<file path="src/rtl/display_scan7seg_pkg.sv">
// display_pkg: shared constants for the multi-digit seven-segment scanner.
//   SEG_W      : width of a segment pattern (a..g)
//   SEG_OFF    : all segments dark (before any output inversion)
//   SEG_A..G   : bit positions of each segment within a pattern
//   SEG_HEX    : hex digit -> segment pattern table, 1 = lit
//   idx_width  : width of a digit index for a given digit count (min 1)
package display_pkg;

  localparam int SEG_W = 7;

  localparam logic [SEG_W-1:0] SEG_OFF = 7'h00;

  localparam int SEG_A = 0;
  localparam int SEG_B = 1;
  localparam int SEG_C = 2;
  localparam int SEG_D = 3;
  localparam int SEG_E = 4;
  localparam int SEG_F = 5;
  localparam int SEG_G = 6;

  localparam logic [SEG_W-1:0] SEG_HEX [16] = '{
    7'h3F, 7'h06, 7'h5B, 7'h4F, 7'h66, 7'h6D, 7'h7D, 7'h07,
    7'h7F, 7'h6F, 7'h77, 7'h7C, 7'h39, 7'h5E, 7'h79, 7'h71
  };

  function automatic int idx_width(input int n);
    return (n > 1) ? $clog2(n) : 1;
  endfunction

endpackage

</file>
<file path="src/rtl/display_scan7seg_if.sv">
// display_scan7seg_if: data/control bundle between the game logic, the
// scanner and the display pins.
//   digits_in : packed hex digits, digit i at [4i+3:4i], digit 0 rightmost
//   update    : rising edge requests a capture of digits_in
//   blank_lz  : level, enables leading-zero blanking
//   seg_out   : registered segment pattern (bit0 = a .. bit6 = g)
//   digit_sel : registered one-hot digit enable
// master = producer of digits / consumer of pins, slave = the scanner.
interface display_scan7seg_if
  import display_pkg::*;
#(
  parameter int NUM_DIGITS = 4
);

  logic [4*NUM_DIGITS-1:0] digits_in;
  logic                    update;
  logic                    blank_lz;
  logic [SEG_W-1:0]        seg_out;
  logic [NUM_DIGITS-1:0]   digit_sel;

  modport master (
    output digits_in,
    output update,
    output blank_lz,
    input  seg_out,
    input  digit_sel
  );

  modport slave (
    input  digits_in,
    input  update,
    input  blank_lz,
    output seg_out,
    output digit_sel
  );

endinterface

</file>
<file path="src/rtl/display_scan7seg_decode.sv">
// seg7_hex_decode: combinational hex digit to seven-segment pattern.
//   hex : 4-bit digit value 0..F
//   seg : pattern, bit0 = a .. bit6 = g, 1 = lit
module seg7_hex_decode
  import display_pkg::*;
(
  input  logic [3:0]       hex,
  output logic [SEG_W-1:0] seg
);

  assign seg = SEG_HEX[hex];

endmodule

</file>
<file path="src/rtl/display_scan7seg.sv">
// display_scan7seg: captures a packed vector of hex digits on a rising edge
// of update and time-multiplexes them onto one shared segment bus with a
// one-hot digit select, with optional leading-zero blanking and a few dark
// clocks at the start of each slot to suppress ghosting.
//   clock   : sole clock, rising edge
//   reset_n : asynchronous active-low reset, drives the outputs dark
//   bus     : display_scan7seg_if slave (digits_in, update, blank_lz in;
//             seg_out, digit_sel out)
// Parameters: NUM_DIGITS (1..8), SCAN_DIV (clocks per slot, >=2),
// BLANK_CYCLES (dark clocks per slot, < SCAN_DIV), INVERT_OUTPUT (1 for
// active-low pins; inverts both seg_out and digit_sel).
module display_scan7seg
  import display_pkg::*;
#(
  parameter int NUM_DIGITS    = 4,
  parameter int SCAN_DIV      = 50000,
  parameter int BLANK_CYCLES  = 2,
  parameter bit INVERT_OUTPUT = 1'b0
)
(
  input  logic              clock,
  input  logic              reset_n,
  display_scan7seg_if.slave bus
);

  localparam int PRE_W = $clog2(SCAN_DIV);
  localparam int IDX_W = idx_width(NUM_DIGITS);
  // Digit slots rounded up to a power of two so idx can never index
  // past the end of the padded vectors below.
  localparam int NSLOT = 1 << IDX_W;

  localparam logic [PRE_W-1:0]      PRE_LAST = PRE_W'(SCAN_DIV - 1);
  localparam logic [IDX_W-1:0]      IDX_LAST = IDX_W'(NUM_DIGITS - 1);
  localparam logic [SEG_W-1:0]      SEG_INV  = INVERT_OUTPUT ? 7'h7F : 7'h00;
  localparam logic [NUM_DIGITS-1:0] SEL_INV  = INVERT_OUTPUT ? '1 : '0;

  logic                    update_q;
  logic                    capture;
  logic [4*NUM_DIGITS-1:0] shadow;
  logic [PRE_W-1:0]        pre;
  logic [IDX_W-1:0]        idx;

  logic [4*NSLOT-1:0]      shadow_pad;
  logic [NSLOT-1:0]        zero_from;
  logic [3:0]              cur_digit;
  logic [SEG_W-1:0]        dec_seg;
  logic                    in_blank_window;
  logic                    digit_blanked;
  logic [SEG_W-1:0]        seg_next;
  logic [NUM_DIGITS-1:0]   sel_next;

  logic [SEG_W-1:0]        seg_p1;
  logic [NUM_DIGITS-1:0]   sel_p1;

  // ---- stage p0: edge detect, shadow capture, slot counters ----
  assign capture = bus.update & ~update_q;

  always_ff @(posedge clock or negedge reset_n) begin
    if (!reset_n) begin
      update_q <= 1'b0;
      shadow   <= '0;
    end else begin
      update_q <= bus.update;
      if (capture) begin
        shadow <= bus.digits_in;
      end
    end
  end

  always_ff @(posedge clock or negedge reset_n) begin
    if (!reset_n) begin
      pre <= '0;
      idx <= '0;
    end else if (pre == PRE_LAST) begin
      pre <= '0;
      idx <= (idx == IDX_LAST) ? '0 : idx + 1'b1;
    end else begin
      pre <= pre + 1'b1;
    end
  end

  always_comb begin
    shadow_pad = '0;
    shadow_pad[4*NUM_DIGITS-1:0] = shadow;
  end

  // zero_from[i] is set when digit i and every digit above it are zero.
  // The padding slots are zero, so they never break the chain.
  always_comb begin
    logic acc;
    acc       = 1'b1;
    zero_from = '1;
    for (int i = NSLOT - 1; i >= 0; i--) begin
      acc          = acc & (shadow_pad[4*i +: 4] == 4'h0);
      zero_from[i] = acc;
    end
  end

  assign cur_digit = shadow_pad[{idx, 2'b00} +: 4];

  seg7_hex_decode u_decode (
    .hex (cur_digit),
    .seg (dec_seg)
  );

  assign in_blank_window = 32'(pre) < BLANK_CYCLES;
  // Digit 0 is exempt so an all-zero value still shows a single "0".
  assign digit_blanked   = bus.blank_lz && (idx != '0) && zero_from[idx];

  assign seg_next = (in_blank_window || digit_blanked) ? SEG_OFF : dec_seg;
  assign sel_next = NUM_DIGITS'(1) << idx;

  // ---- stage p1: registered pin drivers ----
  always_ff @(posedge clock or negedge reset_n) begin
    if (!reset_n) begin
      seg_p1 <= SEG_OFF ^ SEG_INV;
      sel_p1 <= SEL_INV;
    end else begin
      seg_p1 <= seg_next ^ SEG_INV;
      sel_p1 <= sel_next ^ SEL_INV;
    end
  end

  assign bus.seg_out   = seg_p1;
  assign bus.digit_sel = sel_p1;

endmodule

</file>
<file path="src/flat_wrapper.sv">
// flat-port wrapper written by rule: the top's interface ports become plain ports
module display_scan7seg_flat import display_pkg::*;
#(
  parameter int NUM_DIGITS    = 4,
  parameter int SCAN_DIV      = 50000,
  parameter int BLANK_CYCLES  = 2,
  parameter bit INVERT_OUTPUT = 1'b0
)
  (clock, reset_n, bus_digits_in, bus_update, bus_blank_lz, bus_seg_out, bus_digit_sel);
  display_scan7seg_if #(.NUM_DIGITS(NUM_DIGITS)) bus_i ();
  input  logic clock;
  input  logic reset_n;
  input wire logic [$bits(bus_i.digits_in)-1:0] bus_digits_in;
  input wire logic [$bits(bus_i.update)-1:0] bus_update;
  input wire logic [$bits(bus_i.blank_lz)-1:0] bus_blank_lz;
  output wire logic [$bits(bus_i.seg_out)-1:0] bus_seg_out;
  output wire logic [$bits(bus_i.digit_sel)-1:0] bus_digit_sel;
  assign bus_i.digits_in = bus_digits_in;
  assign bus_i.update = bus_update;
  assign bus_i.blank_lz = bus_blank_lz;
  assign bus_seg_out = bus_i.seg_out;
  assign bus_digit_sel = bus_i.digit_sel;
  display_scan7seg #(.NUM_DIGITS(NUM_DIGITS), .SCAN_DIV(SCAN_DIV), .BLANK_CYCLES(BLANK_CYCLES), .INVERT_OUTPUT(INVERT_OUTPUT)) u_core (.clock(clock), .reset_n(reset_n), .bus(bus_i));
endmodule
</file>
<file path="config.mk">
export PLATFORM = sky130hd
export DESIGN_NAME = display_scan7seg_flat
export DESIGN_NICKNAME = d
export VERILOG_FILES = /design/src/rtl/display_scan7seg_pkg.sv /design/src/rtl/display_scan7seg_if.sv /design/src/rtl/display_scan7seg_decode.sv /design/src/rtl/display_scan7seg.sv /design/src/flat_wrapper.sv
export SDC_FILE = /design/constraint.sdc
export NUM_CORES = 1
export LEC_CHECK = 0
export CORE_ASPECT_RATIO = 1.4
export CORE_MARGIN = 4
export CORE_UTILIZATION = 50
export DETAILED_ROUTE_END_ITERATION = 16
export HOLD_SLACK_MARGIN = 0.02
export PLACE_DENSITY = 0.79
export SYNTH_ARGS = -nofsm -noshare
export SYNTH_HDL_FRONTEND = slang
export SYNTH_HIERARCHICAL = 1
export SYNTH_SLANG_ARGS = --single-unit
</file>
<file path="constraint.sdc">
create_clock -name clock -period 4.5 [get_ports clock]
set_input_delay 0.675 -clock clock [delete_from_list [all_inputs] [get_ports clock]]
set_output_delay 0.675 -clock clock [all_outputs]
set_load 0.005 [all_outputs]
</file>
# ---- Yosys cells after proc, flatten, opt, wreduce, memory -nomap -nowiden
# Memories as Yosys holds them, arrays and structs flattened.
# Index checks and enable logic that the tools add are counted.
dict set report totals {
  register_bits 46
  mem_bits_ro 112
  input_bits 20
  output_inout_bits 11
  memories 1
}
# name words word_bits rd rd_ports_with_merged_regs wr line_no
set mem_list {}
lappend mem_list {{(no name shown)} 16 7 1 0 0 display_scan7seg_decode.sv:11} ;# assign seg = SEG_HEX[hex];
dict set report classes {
  add_sub_neg 2
  n_lt_le_gt_ge 3
  eq_ne 2
  shifts 2
  mux 7
  n_bitwise 6
  reduce_logical 8
}
# op count
set ops {}
lappend ops {{$mux W7} 3}
lappend ops {{$add A16 B1 Y16 const B} 1}
lappend ops {{$eq A16 B16 Y1 const B} 1}
lappend ops {{$logic_not A4 Y1} 4}
lappend ops {{$lt A16 B2 Y1 const B} 1}
lappend ops {{$mux W16} 1}
lappend ops {{$shiftx A16 B5 Y4} 1}
lappend ops {{$ge A5 B5 Y1 const B} 1}
lappend ops {{$not A4 Y5} 1}
lappend ops {{$and A1 B1 Y1} 4}
lappend ops {{$shl A1 B2 Y4 const A} 1}
lappend ops {{$lt A2 B3 Y1 const B} 1}
lappend ops {{$add A2 B1 Y2 const B} 1}
lappend ops {{$bmux W1 S2} 1}
lappend ops {{$eq A2 B2 Y1 const B} 1}
lappend ops {{$logic_and A1 B1 Y1} 2}
lappend ops {{$mux W2} 1}
lappend ops {{$reduce_bool A2 Y1} 1}
lappend ops {{$logic_or A1 B1 Y1} 1}
lappend ops {{$mux W1} 1}
lappend ops {{$not A1 Y1} 1}

# ---- Logic depth before layout (Yosys ltp)
dict set report logic_depth {
  ltp_word 9
  ltp_mapped 8
  ltp_nobuf 7
}

# ---- By module
# The synthesis kept the hierarchy.
# mod instances cells_per_inst area_each_um2
set modules_own_cells {}
lappend modules_own_cells {display_scan7seg 1 160 2019.4}
lappend modules_own_cells {seg7_hex_decode 1 33 282.8}

# ---- Least setup slack after synthesis
# Ideal clock, no wire load.
dict set report synth_timing {
  kind {flip-flop to flip-flop}
  from {reg u_core.idx[0]}
  to {reg u_core.seg_p1[3] (netlist: u_core/bus.seg_out[3])}
  setup_time_ps 135
  t_arrival_ps 2170
  path_slack_ps 2194
  path_stages_with_launch 9
  n_path_buf 1
  period_less_slack_ps 2306
  path_cell_list {dfrtp_1 > clkbuf_1 > mux4_2 > inv_1 > ha_1 > inv_1 > mux4_2 > nand2_1 > nor2_1}
}
dict set report synth_via {
  elab_chain_cells 6
  word_cells_on_any_way 12
  classes_between {1 x shift; 5 x mux; 1 x bitwise; 4 x reduce/logical; 1 x memory}
}
# element line_no
set synth_rtl {}
lappend synth_rtl {{from (decl)} display_scan7seg.sv:41} ;# logic [IDX_W-1:0] idx;
lappend synth_rtl {{from (signal assigned)} display_scan7seg.sv:76} ;# idx <= (idx == IDX_LAST) ? '0 : idx + 1'b1;
lappend synth_rtl {{$shiftx A16 B5 Y4} display_scan7seg.sv:99} ;# assign cur_digit = shadow_pad[{idx, 2'b00} +: 4];
lappend synth_rtl {{via u_core.cur_digit[1]} display_scan7seg.sv:45} ;# logic [3:0] cur_digit;
lappend synth_rtl {{$not A4 Y5 (not written as such)} display_scan7seg_decode.sv:11}
lappend synth_rtl {{$mem_v2 Z16 W7} n/a}
lappend synth_rtl {{$mux W7 (not written as such) (2 in a row)} display_scan7seg_decode.sv:11}
lappend synth_rtl {{via u_core.dec_seg[3]} display_scan7seg.sv:46} ;# logic [SEG_W-1:0] dec_seg;
lappend synth_rtl {{$mux W7} display_scan7seg.sv:110} ;# assign seg_next = (in_blank_window || digit_blanked) ? SEG_OFF : dec_seg;
lappend synth_rtl {{via u_core.seg_next[3]} display_scan7seg.sv:49} ;# logic [SEG_W-1:0] seg_next;
lappend synth_rtl {{to (signal assigned)} display_scan7seg.sv:116} ;# seg_p1 <= SEG_OFF ^ SEG_INV;
lappend synth_rtl {{to (signal assigned)} display_scan7seg.sv:119} ;# seg_p1 <= seg_next ^ SEG_INV;
lappend synth_rtl {{to (decl)} display_scan7seg.sv:52} ;# logic [SEG_W-1:0] seg_p1;
# The timed path passes the listed nets, and every way through them passes these cells. The select of a mux whose other input is x is not followed.
# A chain may end at the register's enable or synchronous reset.

# ---- Worst setup path in the final report
# Same ends and word-level chain as after synthesis.

==> impl_metrics.ini <==
[timing]
clock_tree_skew_after_final_layout_ps = 11.4
final_critical_path_setup_slack_ps = 2170
slew_violations = 0
final_min_period_over_clock_period_pct = 51.8
setup_viol = 0
rsz0062_at_grt = no
finalWorstPathRequiredPeriod_ps = 2330
timing_hold_violations_final = 0
max_clock_freq_mhz = 429
timing.max_slew.rel_slack_pct = 34.2
fin_tns_setup_ps = 0
tightest_slew_ps = 987

[grt]
grt_pass1_vias = 1526
grt_pass1_wl_um = 7110
antenna_found_initial = 0
grt_use_total_pct = 16.4
grt.overflow.total = 0
pin_count_of_the_biggest_net_entering_global_routing = 47

[route]
detail_route.drc_violations = 0
num_vias = 1461
final_antenna_net_count = 0
drt_first_pass_iters = 4
via_per_inst = 5.13
dr.first_iter.drc_count = 22
routed_wirelength_um = 3870
drt-wirelength-per-cell_um = 13.6

[cts]
path_clk_slew_ps = 80
cts_tree = built
cts_inserted_buffers = 5
numClockSinks = 46
clock_path_buffers = 2
post_cts_hold_buffer_count = 0
cts_resized = 0
root_buffer = sky130_fd_sc_hd__clkbuf_8
insertion_delay_ps = 300
cts_htree_levels = 2
post-cts-setup-buffer-count = 0

[floorplanning]
die_width_um = 65.4
core_region_area_um2 = 4340
placementRows = 28
ios = 31
die_area_um2 = 5770
initial_core_util_pct = 53.0
die_h_um = 88.3

[finish]
most_frequent_cells_in_the_layout = 46 x sky130_fd_sc_hd__dfrtp_1, 29 x sky130_fd_sc_hd__clkdlybuf4s50_1, 23 x sky130_fd_sc_hd__nor2_1, 20 x sky130_fd_sc_hd__mux2_2, 12 x sky130_fd_sc_hd__ha_1
layout-drive-gt1-share_pct = 17.3
syn2layout_area_growth_pct = 19.0
diodes = 0
layout.cells.most_common = sky130_fd_sc_hd__dfrtp_1
final_cells = 285
nNetsFinal = 256

[logic_synthesis]
yosysUniqueCellTypes = 33
synth.cell_area_um2 = 2300
ys_seq_area_share_pct = 50.0
postSynthRegisterBits = 46
postSynthAreaPerCell_um2 = 11.9
synth_warnings = 6
synthCells = 193
synthesis.nets = 225

[pwr]
power.leakage_nw = 1.19
power.density_nw_per_um2 = 340
max-vdd-ir-drop_mv = 0.244

[worst_hold_path]
holdCritPathClass = reg2reg

[critical_path]
critical_path.max_fanout = 9
critical_path.startpoint_type = flip-flop
cp-end-kind = flip-flop
critical_path_rt_ps = 4660
type_of_the_worst_setup_path = reg2reg
critPathArrivalTime_ps = 2490

[placement]
place.gp.congestion = 0.813
place.port_buffers = 30
dp_hpwl_um = 2940
numPlacedInstances = 277
detailedPlace.worstSlack_ps = 2180

[status]
status = completed

[flow_run]
max-cap-violations = 0
==> synth_stat cells <==
cell type,instances,area share (%)
sky130_fd_sc_hd__buf_6,2,0.98
sky130_fd_sc_hd__ha_1,12,6.5
sky130_fd_sc_hd__clkbuf_1,3,0.49
sky130_fd_sc_hd__xnor2_1,8,3.0
sky130_fd_sc_hd__xor2_1,6,2.3
sky130_fd_sc_hd__a32oi_1,1,0.38
sky130_fd_sc_hd__nor2_1,23,3.7
sky130_fd_sc_hd__nand2b_1,1,0.27
sky130_fd_sc_hd__a21oi_1,2,0.43
sky130_fd_sc_hd__nand4_2,1,0.54
sky130_fd_sc_hd__nor4_1,8,2.2
sky130_fd_sc_hd__nand2_1,11,1.8
sky130_fd_sc_hd__a211oi_2,1,0.54
sky130_fd_sc_hd__nor3_1,5,1.1
sky130_fd_sc_hd__nor4b_1,1,0.38
sky130_fd_sc_hd__o31ai_1,1,0.33
sky130_fd_sc_hd__dfrtp_1,46,50
sky130_fd_sc_hd__mux2_2,20,9.8
sky130_fd_sc_hd__buf_4,1,0.33
sky130_fd_sc_hd__buf_2,1,0.22
sky130_fd_sc_hd__nand4_1,3,0.82
sky130_fd_sc_hd__nand3_1,6,1.3
sky130_fd_sc_hd__mux4_2,5,4.9
sky130_fd_sc_hd__mux2i_1,2,0.87
sky130_fd_sc_hd__a22oi_1,2,0.65
sky130_fd_sc_hd__a21o_1,1,0.33
sky130_fd_sc_hd__o21ai_0,1,0.22
sky130_fd_sc_hd__inv_4,1,0.27
sky130_fd_sc_hd__nor4_4,2,1.8
sky130_fd_sc_hd__inv_1,10,1.6
sky130_fd_sc_hd__nor2b_1,4,1.1
sky130_fd_sc_hd__nand2_2,1,0.27
sky130_fd_sc_hd__mux2_1,1,0.49
==> worst max-delay path: stages, from the launching register on <==
cell	delay [ps]
sky130_fd_sc_hd__dfrtp_1	570
sky130_fd_sc_hd__mux4_2	600
sky130_fd_sc_hd__inv_1	160
sky130_fd_sc_hd__ha_1	250
sky130_fd_sc_hd__inv_1	50
sky130_fd_sc_hd__mux4_2	440
sky130_fd_sc_hd__nand2_1	70
sky130_fd_sc_hd__nor2_1	50
==> final cells by class <==
| class | instances | area (um^2) |
|---|---|---|
| Inverter | 11 | 43.8 |
| Sequential cell | 46 | 1150 |
| Timing Repair Buffer | 31 | 303 |
| Clock buffer | 7 | 76.3 |
| Fill cell | 379 | 1600 |
| Tap cell | 60 | 75.1 |
| Multi-Input combinational cell | 129 | 1060 |
| Clock inverter | 1 | 30.0 |
==> through the flow <==
step | cell area (um^2) | hold WS (ps) | utilization, % | total power [mW]
global placement | 2630 | 484 | 60.6 | 0.644
detailed placement | 2630 | 493 | 60.6 | 0.647
floorplan | 2300 | 379 | - | 0.574
global route | 2740 | 518 | 63.1 | 0.988
finish | 2740 | 497 | 63.1 | 0.932
CTS | 2740 | 495 | 63.1 | 0.941
==> layer usage <==
layer  track usage [%]  wire, um  part of all wire, %  vias up
met2              28.5      2000                   52       33
met3              3.94       182                  4.7        7
met4              7.55        79                  2.0        0
met5                 0         0                    0        -
met1              19.1      1610                   42      695
li1                  -         -                    -      726
==> power breakdown <==
| part | switching (mW) | total [mW] | leakage (nW) | internal, mW |
|---|---|---|---|---|
| registers | 0.0223 | 0.472 | 0.561 | 0.450 |
| clock network | 0.130 | 0.296 | 0.0524 | 0.166 |
| logic | 0.0663 | 0.164 | 0.578 | 0.0975 |
| total | 0.219 | 0.932 | 1.19 | 0.714 |
==> path summary, 6_finish.rpt <==
check	from	endpoint	slack (ps)	cells past startpoint
setup / recovery	u_core/idx[0]	u_core/bus.seg_out[3]	2170	7
hold / removal	u_core/pre[0]	u_core/pre[0]	500	1
setup reg to reg	u_core/idx[0]	u_core/bus.seg_out[3]	2170	7
hold reg to reg	u_core/pre[0]	u_core/pre[0]	500	1
max in group asynchronous	reset_n	u_core/shadow[10]	3350	1
min in group asynchronous	reset_n	u_core/pre[12]	540	1
==> state kept, by name, summed over array words and instances (netlist names) <==
name	flops
u_core/bus.seg_out	7
u_core/idx	2
u_core/bus.digit_sel	4
u_core/pre	16
u_core/update_q	1
u_core/shadow	16
==> cells by family after synthesis <==
group	after synthesis	synth area share, %
fa+ha+maj	12	6.52
compound gates	9	2.88
mux	28	16.0
simple gates	66	15.3
buf+inv	18	3.91
flops	46	50.0
xor+xnor	14	5.33
(Power assumes the default switching activity.)
